[src/rtl/uart_pkg.sv]
//------------------------------------------------------------------------------
// uart_pkg : shared constants and FSM state encoding for the UART frame arbiter
// Revision : 1.0
//------------------------------------------------------------------------------
`default_nettype none

package uart_pkg;

    localparam logic [7:0] C_HEADER_BYTE = 8'hA5;
    localparam logic [7:0] C_CH_ID0      = 8'h00;
    localparam logic [7:0] C_CH_ID1      = 8'h01;

    typedef enum logic [3:0] {
        IDLE    = 4'd0,
        GRANT   = 4'd1,
        HDR     = 4'd2,
        ID      = 4'd3,
        LEN_H   = 4'd4,
        LEN_L   = 4'd5,
        FETCH   = 4'd6,
        PAY     = 4'd7,
        CSUM    = 4'd8,
        WAIT_TX = 4'd9,
        DONE    = 4'd10
    } state_t;

endpackage

`default_nettype wire

[src/rtl/uart_rr_arbiter.sv]
//------------------------------------------------------------------------------
// uart_rr_arbiter : two-way round-robin selector, requester 0 favoured after reset
// Revision : 1.0
//------------------------------------------------------------------------------
`default_nettype none

module uart_rr_arbiter (
    input  logic       clk,
    input  logic       rst,
    input  logic [1:0] req,
    input  logic       advance,
    output logic [1:0] grant,
    output logic       last_served
);

    // prio_q names the requester that wins the next tie
    logic prio_q;
    logic prio_d;

    always_comb begin
        grant  = req;
        prio_d = prio_q;
        if (req == 2'b11) begin
            grant = prio_q ? 2'b10 : 2'b01;
        end
        if (advance) begin
            prio_d = grant[0];
        end
    end

    always_ff @(posedge clk or posedge rst) begin
        if (rst) begin
            prio_q <= 1'b0;
        end else begin
            prio_q <= prio_d;
        end
    end

    assign last_served = ~prio_q;

endmodule

`default_nettype wire

[src/rtl/uart_frame_arbiter.sv]
//------------------------------------------------------------------------------
// uart_frame_arbiter : frames payloads of two requesters onto one byte transmitter
// Optional checksum byte enabled by macro UART_FRAME_CHECKSUM_EN.   Revision : 1.0
//------------------------------------------------------------------------------
`default_nettype none

module uart_frame_arbiter
    import uart_pkg::*;
#(
    parameter logic [7:0] HEADER_BYTE = C_HEADER_BYTE,
    parameter logic [9:0] MAX_LEN     = 10'd405
) (
    input  logic       in_clk,
    input  logic       in_rst,
    input  logic [1:0] in_req,
    input  logic [9:0] in_len0,
    input  logic [9:0] in_len1,
    output logic [1:0] out_grant,
    output logic       out_rd_en,
    input  logic [7:0] in_rd_data,
    output logic       out_tx_en,
    output logic [7:0] out_tx_data,
    input  logic       in_tx_done,
    output logic       out_busy,
    output logic       out_frame_done
);

`ifdef UART_FRAME_CHECKSUM_EN
    localparam state_t C_LAST_STATE = CSUM;
`else
    localparam state_t C_LAST_STATE = DONE;
`endif

    state_t     state_q, state_d;
    state_t     ret_q, ret_d;
    logic [1:0] grant_q, grant_d;
    logic [9:0] len_q, len_d;
    logic [9:0] cnt_q, cnt_d;
    logic       tx_done_q;
    logic       tx_rise;
    logic [1:0] arb_grant;
    logic       arb_last;
    logic       advance;
    logic [9:0] req_len;
    logic [7:0] ch_id;
`ifdef UART_FRAME_CHECKSUM_EN
    logic [7:0] sum_q, sum_d;
`endif

    uart_rr_arbiter u_rr (
        .clk         (in_clk),
        .rst         (in_rst),
        .req         (in_req),
        .advance     (advance),
        .grant       (arb_grant),
        .last_served (arb_last)
    );

    assign tx_rise   = in_tx_done & ~tx_done_q;
    assign req_len   = arb_grant[1] ? in_len1 : in_len0;
    // Pointer has already advanced past this frame's owner once HDR is reached
    assign ch_id     = arb_last ? C_CH_ID1 : C_CH_ID0;
    assign out_grant = grant_q;
    assign out_busy  = (state_q != IDLE);

    always_comb begin
        state_d        = state_q;
        ret_d          = ret_q;
        grant_d        = grant_q;
        len_d          = len_q;
        cnt_d          = cnt_q;
        advance        = 1'b0;
        out_rd_en      = 1'b0;
        out_tx_en      = 1'b0;
        out_tx_data    = 8'h00;
        out_frame_done = 1'b0;
`ifdef UART_FRAME_CHECKSUM_EN
        sum_d          = sum_q;
`endif
        case (state_q)
            IDLE: begin
                if (|in_req) state_d = GRANT;
            end
            GRANT: begin
                if (|arb_grant) begin
                    grant_d = arb_grant;
                    advance = 1'b1;
                    len_d   = (req_len > MAX_LEN) ? MAX_LEN : req_len;
                    cnt_d   = '0;
`ifdef UART_FRAME_CHECKSUM_EN
                    sum_d   = '0;
`endif
                    state_d = HDR;
                end else begin
                    state_d = IDLE;
                end
            end
            HDR: begin
                out_tx_en   = 1'b1;
                out_tx_data = HEADER_BYTE;
                ret_d       = ID;
                state_d     = WAIT_TX;
            end
            ID: begin
                out_tx_en   = 1'b1;
                out_tx_data = ch_id;
                ret_d       = LEN_H;
                state_d     = WAIT_TX;
            end
            LEN_H: begin
                out_tx_en   = 1'b1;
                out_tx_data = {6'd0, len_q[9:8]};
                ret_d       = LEN_L;
                state_d     = WAIT_TX;
            end
            LEN_L: begin
                out_tx_en   = 1'b1;
                out_tx_data = len_q[7:0];
                ret_d       = (len_q == '0) ? C_LAST_STATE : FETCH;
                state_d     = WAIT_TX;
            end
            FETCH: begin
                out_rd_en = 1'b1;
                state_d   = PAY;
            end
            PAY: begin
                out_tx_en   = 1'b1;
                out_tx_data = in_rd_data;
                cnt_d       = cnt_q + 10'd1;
                ret_d       = (cnt_q + 10'd1 == len_q) ? C_LAST_STATE : FETCH;
                state_d     = WAIT_TX;
            end
`ifdef UART_FRAME_CHECKSUM_EN
            CSUM: begin
                out_tx_en   = 1'b1;
                out_tx_data = sum_q;
                ret_d       = DONE;
                state_d     = WAIT_TX;
            end
`endif
            WAIT_TX: begin
                if (tx_rise) begin
                    state_d = ret_q;
                    if (ret_q == DONE) grant_d = '0;
                end
            end
            DONE: begin
                out_frame_done = 1'b1;
                state_d        = IDLE;
            end
            default: state_d = IDLE;
        endcase
`ifdef UART_FRAME_CHECKSUM_EN
        // Header and the checksum byte itself are excluded from the sum
        if (out_tx_en && (state_q != HDR) && (state_q != CSUM)) begin
            sum_d = sum_q + out_tx_data;
        end
`endif
    end

    always_ff @(posedge in_clk or posedge in_rst) begin
        if (in_rst) begin
            state_q   <= IDLE;
            ret_q     <= IDLE;
            grant_q   <= '0;
            len_q     <= '0;
            cnt_q     <= '0;
            tx_done_q <= 1'b0;
        end else begin
            state_q   <= state_d;
            ret_q     <= ret_d;
            grant_q   <= grant_d;
            len_q     <= len_d;
            cnt_q     <= cnt_d;
            tx_done_q <= in_tx_done;
        end
    end

`ifdef UART_FRAME_CHECKSUM_EN
    always_ff @(posedge in_clk or posedge in_rst) begin
        if (in_rst) begin
            sum_q <= '0;
        end else begin
            sum_q <= sum_d;
        end
    end
`endif

endmodule

`default_nettype wire

[config.mk]
export PLATFORM = sky130hd
export DESIGN_NAME = uart_frame_arbiter
export DESIGN_NICKNAME = d
export VERILOG_FILES = /design/src/rtl/uart_pkg.sv /design/src/rtl/uart_rr_arbiter.sv /design/src/rtl/uart_frame_arbiter.sv
export SDC_FILE = /design/constraint.sdc
export NUM_CORES = 1
export LEC_CHECK = 0
export ABC_AREA = 1
export CORE_MARGIN = 1
export CORE_UTILIZATION = 51
export CTS_CLUSTER_DIAMETER = 60
export DETAILED_ROUTE_END_ITERATION = 10
export MAX_ROUTING_LAYER = met4
export PLACE_DENSITY = 0.81
export RECOVER_POWER = 50
export SLEW_MARGIN = 15
export SYNTH_ARGS = -nofsm -noshare
export SYNTH_HDL_FRONTEND = slang
export SYNTH_SLANG_ARGS = --single-unit
export TNS_END_PERCENT = 100
[constraint.sdc]
create_clock -name in_clk -period 2.49 [get_ports in_clk]
set_clock_uncertainty 0.2 [all_clocks]
set_input_delay 0.6225 -clock in_clk [delete_from_list [all_inputs] [get_ports in_clk]]
set_output_delay 0.6225 -clock in_clk [all_outputs]
set_load 0.005 [all_outputs]
After elaboration in Yosys (flattened, before gate mapping). Cells that the tools add are included.

Register bits: 32. Output and inout bits: 14.

$add $sub $neg: 1. $lt $le $gt $ge: 1. Equality and inequality tests: 16. Multiplexer cells: 24. Bitwise operators: 2. Reductions and logical operators: 13.

Operators by type and width (count): $pmux W4 S5 (2); $pmux W8 S5 (1); $mux W10 (3); $pmux W10 S2 (1); $eq A4 B3 Y1 const B (4); $mux W4 (4); $eq A4 B4 Y1 const B (3); $mux W2 (6); $add A10 B1 Y10 const B (1); $eq A10 B10 Y1 (1); $gt A10 B9 Y1 const B (1); $logic_not A10 Y1 (1); $eq A4 B2 Y1 const B (2); $ne A2 B2 Y1 const B (4); $mux W1 (6); $reduce_and A2 Y1 (3); $reduce_bool A5 Y1 (1); $reduce_or A5 Y1 (1); $eq A4 B1 Y1 const B (1); $logic_not A4 Y1 (1); $pmux W2 S2 (1); $reduce_and A4 Y1 (1); $reduce_bool A2 Y1 (2); $reduce_bool A4 Y1 (1); other kinds (4) (5).

Logic depth before layout (Yosys ltp).
Depth in word-level cells: 5. Gate-level depth with buffers: 13. Mapped depth without buffers: 13.

Cells and area by module. From an unflattened synthesis, not the netlist that was laid out.

Cell total of the unflattened synthesis: 298. Area, all modules: 2122.0 um^2.

Modules (own cells, without submodules): uart_frame_arbiter (times used 1, cells an instance 288, area an instance 2052.0 um^2, seq. area each 775.7 um^2); uart_rr_arbiter (times used 1, cells an instance 10, area an instance 70.1 um^2, seq. area each 25.0 um^2).

Least setup slack after synthesis. No wires, ideal clock.

Path kind: flip-flop to output port. Start point: reg state_q[3]. End point: out out_tx_data[2]. Arrival: 1255 ps. Required time: 1668 ps. Setup slack: 413 ps. Stages on the path, launching flop included: 7. Cell sequence: dfrtp_1 -> nor2_1 -> inv_1 -> nor2_1 -> buf_2 -> nand2_1 -> o211ai_1.

Word-level cells in the longest chain between the ends: 2.

Ends and longest elaborated chain: from (decl) (line uart_frame_arbiter.sv:34) `state_t state_q, state_d;`; from (signal assigned) (line uart_frame_arbiter.sv:170) `state_q <= state_d;`; $eq A4 B3 Y1 or $eq A4 B2 Y1 (tied branches) (line uart_frame_arbiter.sv:80) `case (state_q)`; $pmux W8 S5 (*) (line uart_frame_arbiter.sv:80); to (decl) (line uart_frame_arbiter.sv:22) `output logic [7:0] out_tx_data,`.

Every way passes the cells marked *; elsewhere a longest branch is shown, timed or not.

Worst setup path in the final report.
Start point: reg state_q[1]. End point: out out_tx_data[5].

Same word-level chain as after synthesis.

==> flow_summary.yaml <==
outcome:
  status: "finished clean"
worst_setup_path:
  ff2ff_setup_slack_ns: 0.49
  critPathKind: "reg -> out"
  crit_path_end_kind: "primary output"
  cp.required_ns: 1.67
  cp_max_fo: 5
  cpMaxStageDelayCell: "dfrtp_1"
  arrival_ns: 1.59
  slowest_delay_ns: 0.40
  start_kind: "register"
  r2r_start: "cnt_q[0]"
  path_cells: "buf_6 -> inv_1 -> nor2_2 -> inv_2 -> nor2_2 -> inv_2 -> o211ai_1 -> dlygate4sd2_1"
  startpoint: "state_q[1]"
synth:
  ys_types: 33
  ys_top_cells_by_area: "dfrtp_1, nand2_1, nand3_1, inv_1, nor2_1"
  syn-instance-count: 313
  yosys-top-cells-count: "nand2_1, inv_1, nand3_1, dfrtp_1, nor2_1"
  ys.flop_type: "dfrtp_1"
  yosys.area.top_type: "dfrtp_1"
  syn_nets: 347
  yosysMostFrequentCell: "nand2_1"
  yosysWarnings: 0
  yosysTopAreaCellShare_pct: 38.1
  syn_avg_cell_area_um2: 6.71
  syn_area_um2: 2100
  synth_edf_count: 0
  ys_async_sr_fraction_pct: 100
  synth_seq_cells: 32
  ys_seq_area_share_pct: 38.1
detailed_routing:
  drt-total-wl_um: 6180
  routed_via_density: 5.37
  firstDrtPassIters: 5
  wl_per_cell_um: 13.8
  drtAntennaViolNets: 0
  vias: 2394
  drtIter0Drc: 243
  drc: 0
sta:
  final.period_utilization_pct: 96.7
  maxSlewHeadroom_pct: 45.8
  final.setup.tns_ns: 0
  final.min_clock_period_ns: 2.41
  clock.fmax_mhz: 415
  finalHoldViolations: 0
  setup-violations-final: 0
  worstMarginPinSlew_ns: 0.813
  fin_hold_ws_ns: 0.318
  slew_viol_final: 0
power_and_ir_drop:
  comb_power_share_pct: 48.4
  p_leak_nw: 1.47
  p_seq_share_pct: 31.1
  p_per_area_nw_per_um2: 808
  vdd_drop_max_uv: 510
  p_clk_share_pct: 20.4
  netSwitchingFraction_pct: 39.5
  fin_total_pwr_w: 0.00246
  p_int_w: 0.00149
  p_sw_w: 0.000969
run:
  max_cap_violations: 0
global_route:
  antenna_found_initial: 0
  overflow: 0
  grt_pass1_wl_um: 10000
  track_usage_pct: 32.4
  first_global_vias: 2249
  grt_start_max_net_pins: 33
finish:
  syn2layout_area_growth_pct: 44.8
  post-route-util_pct: 80.0
  fill_cells: 291
  fin_nets: 431
  stdcell_count: 446
  diodes: 0
  drive_above_1_share_pct: 20.9
floorplanning:
  fp.dieW_um: 66.2
  coreArea_um2: 3800
  ios: 47
  die-area_um2: 4380
  fp.dieH_um: 66.2
  num_rows: 22
  initial_core_util_pct: 55.3
placement:
  dp_hpwl_um: 4530
  gp_congestion: 0.991
  dp_cells: 431
  port-buffer-count: 46
clock_tree:
  cts_tree: "yes"
  clockBufferDepth: 2
  clock-sinks: 32
  clock_latency_ns: 0.30
  cts_max_level: 2
  cts_inserted_buffers: 5
  root_buffer: "clkbuf_8"
  clk_pin_slew_ns: 0.07
worst_hold_path:
  holdCritStartpoint: "len_q[9]"
  hold_class: "reg -> reg"
## kinds of logic (layout without fill, tap and decap cells)
kind of cell,count (synthesis),in the layout,synth area share (%)
compound gates,53,53,15.7
xor+xnor,1,1,0.417
fa+ha+maj,1,1,0.596
buf+inv,54,139,10.1
flops,32,32,38.1
simple gates,172,172,35.0
## layer usage
layer  track usage, %  wire [µm]
met3             5.00        453
met5                -          0
met2             51.1       2960
met1             40.1       2640
met4             16.8        125
## stage by stage
step	instance area [µm²]	worst slack [ns]
CTS	3030	0.0112
global placement	2820	-0.101
detailed placement	2820	-0.124
global route	3040	-0.00545
floorplan	2100	0.413
finish	3040	0.0815
## power groups by stage
stage / Combinational (W) / Clock, W / Sequential [W]
finish: 0.00119 / 0.000501 / 0.000765
global route: 0.00132 / 0.000528 / 0.000782
CTS: 0.00116 / 0.000504 / 0.000760
detailed placement: 0.00111 / 0 / 0.000765
global placement: 0.00109 / 0 / 0.000761
floorplan: 0.000619 / 0 / 0.000749
## placed cells by master (no fill, tap or decap), drive strengths merged, types with 5 or more instances in the layout
cell type | netlist | final
dfrtp | 32 | 32
dlygate4sd2 | 0 | 6
or2 | 5 | 5
a21oi | 9 | 9
nor2 | 32 | 32
inv | 50 | 50
o21ai | 27 | 27
nand2 | 92 | 92
nand3 | 35 | 35
clkbuf | 1 | 9
buf | 3 | 35
clkdlybuf4s50 | 0 | 32
## timing repair
item,in CTS,in global routing
resized for setup,37,14
cloned,1,0
pin swaps,2,1
hold buffers,0,0
endpoints found under the setup margin,11,8
buffers inserted,5,1
## worst max-delay path: cells and delay by family, from the launching register on
kind | cells | cell delay (ns)
compound gates | 1 | 0.09
buf+inv | 5 | 0.71
flops | 1 | 0.40
simple gates | 2 | 0.09
## final timing paths
| check | end | depth (start not counted) |
|---|---|---|
| min | len_q[9] | 2 |
| max | out_tx_data[5] | 8 |
| max reg2reg | ret_q[2] | 10 |
| max in group asynchronous | cnt_q[0] | 3 |
| min reg2reg | len_q[9] | 2 |
| min in group asynchronous | cnt_q[7] | 3 |
## sequential cells by signal, summed over array words and instances (netlist names)
name	flops
u_rr.prio_q	1
len_q	10
cnt_q	10
ret_q	4
out_grant	2
state_q	4
tx_done_q	1
## area by class of cell
cell class              count  area (µm²)  share of cell area [%]
clock inverters             3        42.5                    1.40
clock buffers               5        68.8                    2.26
flip-flops and latches     32         801                    26.3
inverters                  50         190                    6.26
repair buffers             81         723                    23.8
well taps                  48        60.1                    1.98
multi-input cells         227        1150                    38.0
Power figures use the tool's default switching activity.
==> patch: new RTL, same settings <==
Build with the macro `UART_FRAME_CHECKSUM_EN` defined.
--- a/src/rtl/uart_frame_arbiter.sv
+++ b/src/rtl/uart_frame_arbiter.sv
@@ -5,2 +5,4 @@
 `default_nettype none
+
+`define UART_FRAME_CHECKSUM_EN
 
Function: no difference found for any inputs over 10 cycles, from zero or initial values and one cycle with in_rst high; that may be too few to reach the edited logic, so the function may still have changed.
==> patch against the original RTL <==
The flow now finishes with violations (negative setup slack). Setup slack got worse by 0.42 ns. Via count increased by 37%. First-iteration DRC count increased by 63%. Cell area increased by 33%. Sequential cell count increased by 8. Synthesized area increased by 34%. Power increased by 39%. Wire length increased by 50%. Largest cell class unchanged. Largest power group unchanged.
==> patch: results (changes against the original RTL) <==
----------------------------------------------------
[Synth]
  Post-synthesis net count ... 439 (was 347)
  Proportion of netlist area held by the largest area contributor ... 35.6% (was 38.1%)
  Count of cell types in the netlist ... 40 (was 33)
  Commonest cells in the synthesized netlist ... sky130_fd_sc_hd__nand2_1 (112), sky130_fd_sc_hd__inv_1 (55), sky130_fd_sc_hd__dfrtp_1 (40) (was sky130_fd_sc_hd__nand2_1 (90), sky130_fd_sc_hd__inv_1 (41), sky130_fd_sc_hd__nand3_1 (34))

[Placed design]
  Placed Cells incl. Taps ... 541 (was 431)
  Placer Congestion ... 0.899 (was 0.991)
  HPWL after DPL ... 5.90 mm (was 4.53 mm)

[STA]
  Worst Slack Setup Final ... -0.343 ns (was 0.0815 ns)
  Setup violators final ... 14 (was 0)

[Routing]
  M1 wire length ... 3.50 mm (was 2.64 mm)
  Initial DRC Count ... 395 (was 243)
  Final routed wirelength across all metal layers ... 9.24 mm (was 6.18 mm)
  Via Count ... 3272 (was 2394)
  Met3 Routed Length ... 792 um (was 453 um)

[Worst hold path]
  HP Start ... out_grant[0]$_DFFE_PP0P_ (was len_q[9]$_DFFE_PP0P_)

[Pwr]
  Power spent charging and discharging nets ... 1460 uW (was 969 uW)
  Leakage power figure ... 0.00195 uW (was 0.00147 uW)
  Net switching fraction of the power ... 42.9% (was 39.5%)
  Logic power comb ... 1820 uW (was 1190 uW)
  Maximum resistive drop on vdd ... 0.000679 V (was 0.000510 V)
  Clock share of power ... 17.5% (was 20.4%)

[Final layout]
  Area share of buffers outside the clock network ... 20.0% (was 23.8%)
  Fill cell count ... 345 (was 291)
  Layout Cells excl Fill ... 566 (was 446)
  Proportion of layout cells with a drive suffix above 1 ... 30.8% (was 20.9%)
  Area growth, synth to finish ... 43.2% (was 44.8%)

[Clock tree]
  Post-CTS Setup Bufs ... 11 (was 5)

[Status]
  Outcome ... finished with violations (was completed)
  Violations in the final reports ... negative setup slack

[Worst setup path]
  Largest fanout on the critical path ... 6 (was 5)
  FF-to-FF End ... sum_q[7]$_DFFE_PP0P_ (was ret_q[2]$_DFFE_PP0N_)

[Global route]
  Global-route usage over all layers ... 31.4% (was 32.4%)
  Met1 global-route usage ... 35.0% (was 40.1%)
  Via count of the first global-routing pass ... 3190 (was 2249)

----------------------------------------------------
-- patch: cell count changes in the layout (fill, tap and decap cells not counted), sizes merged, moves of 8 or more --
cell	before	now
dfrtp	32	40
buf	35	56
inv	50	66
nand2	92	119
-- patch: cells by family (layout without fill, tap and decap cells) --
| group | Yosys count | after routing | synth area share (%) |
|---|---|---|---|
| AND/OR/NAND/NOR | 205 | 205 | 33.3 |
| adder cells (fa/ha/maj) | 9 | 9 | 4.27 |
| multiplexers | 1 | 1 | 0.356 |
| flip-flops | 40 | 40 | 35.6 |
| AO/OA/AOI/OAI | 69 | 69 | 15.6 |
| buffers and inverters | 70 | 169 | 9.96 |
| XOR/XNOR | 3 | 3 | 0.934 |
-- patch: tightest hold or removal path, stage by stage, from the launching register on --
cell and delay [ns]:
sky130_fd_sc_hd__dfrtp_1 0.36, sky130_fd_sc_hd__nand2_1 0.06, sky130_fd_sc_hd__nand2_1 0.05
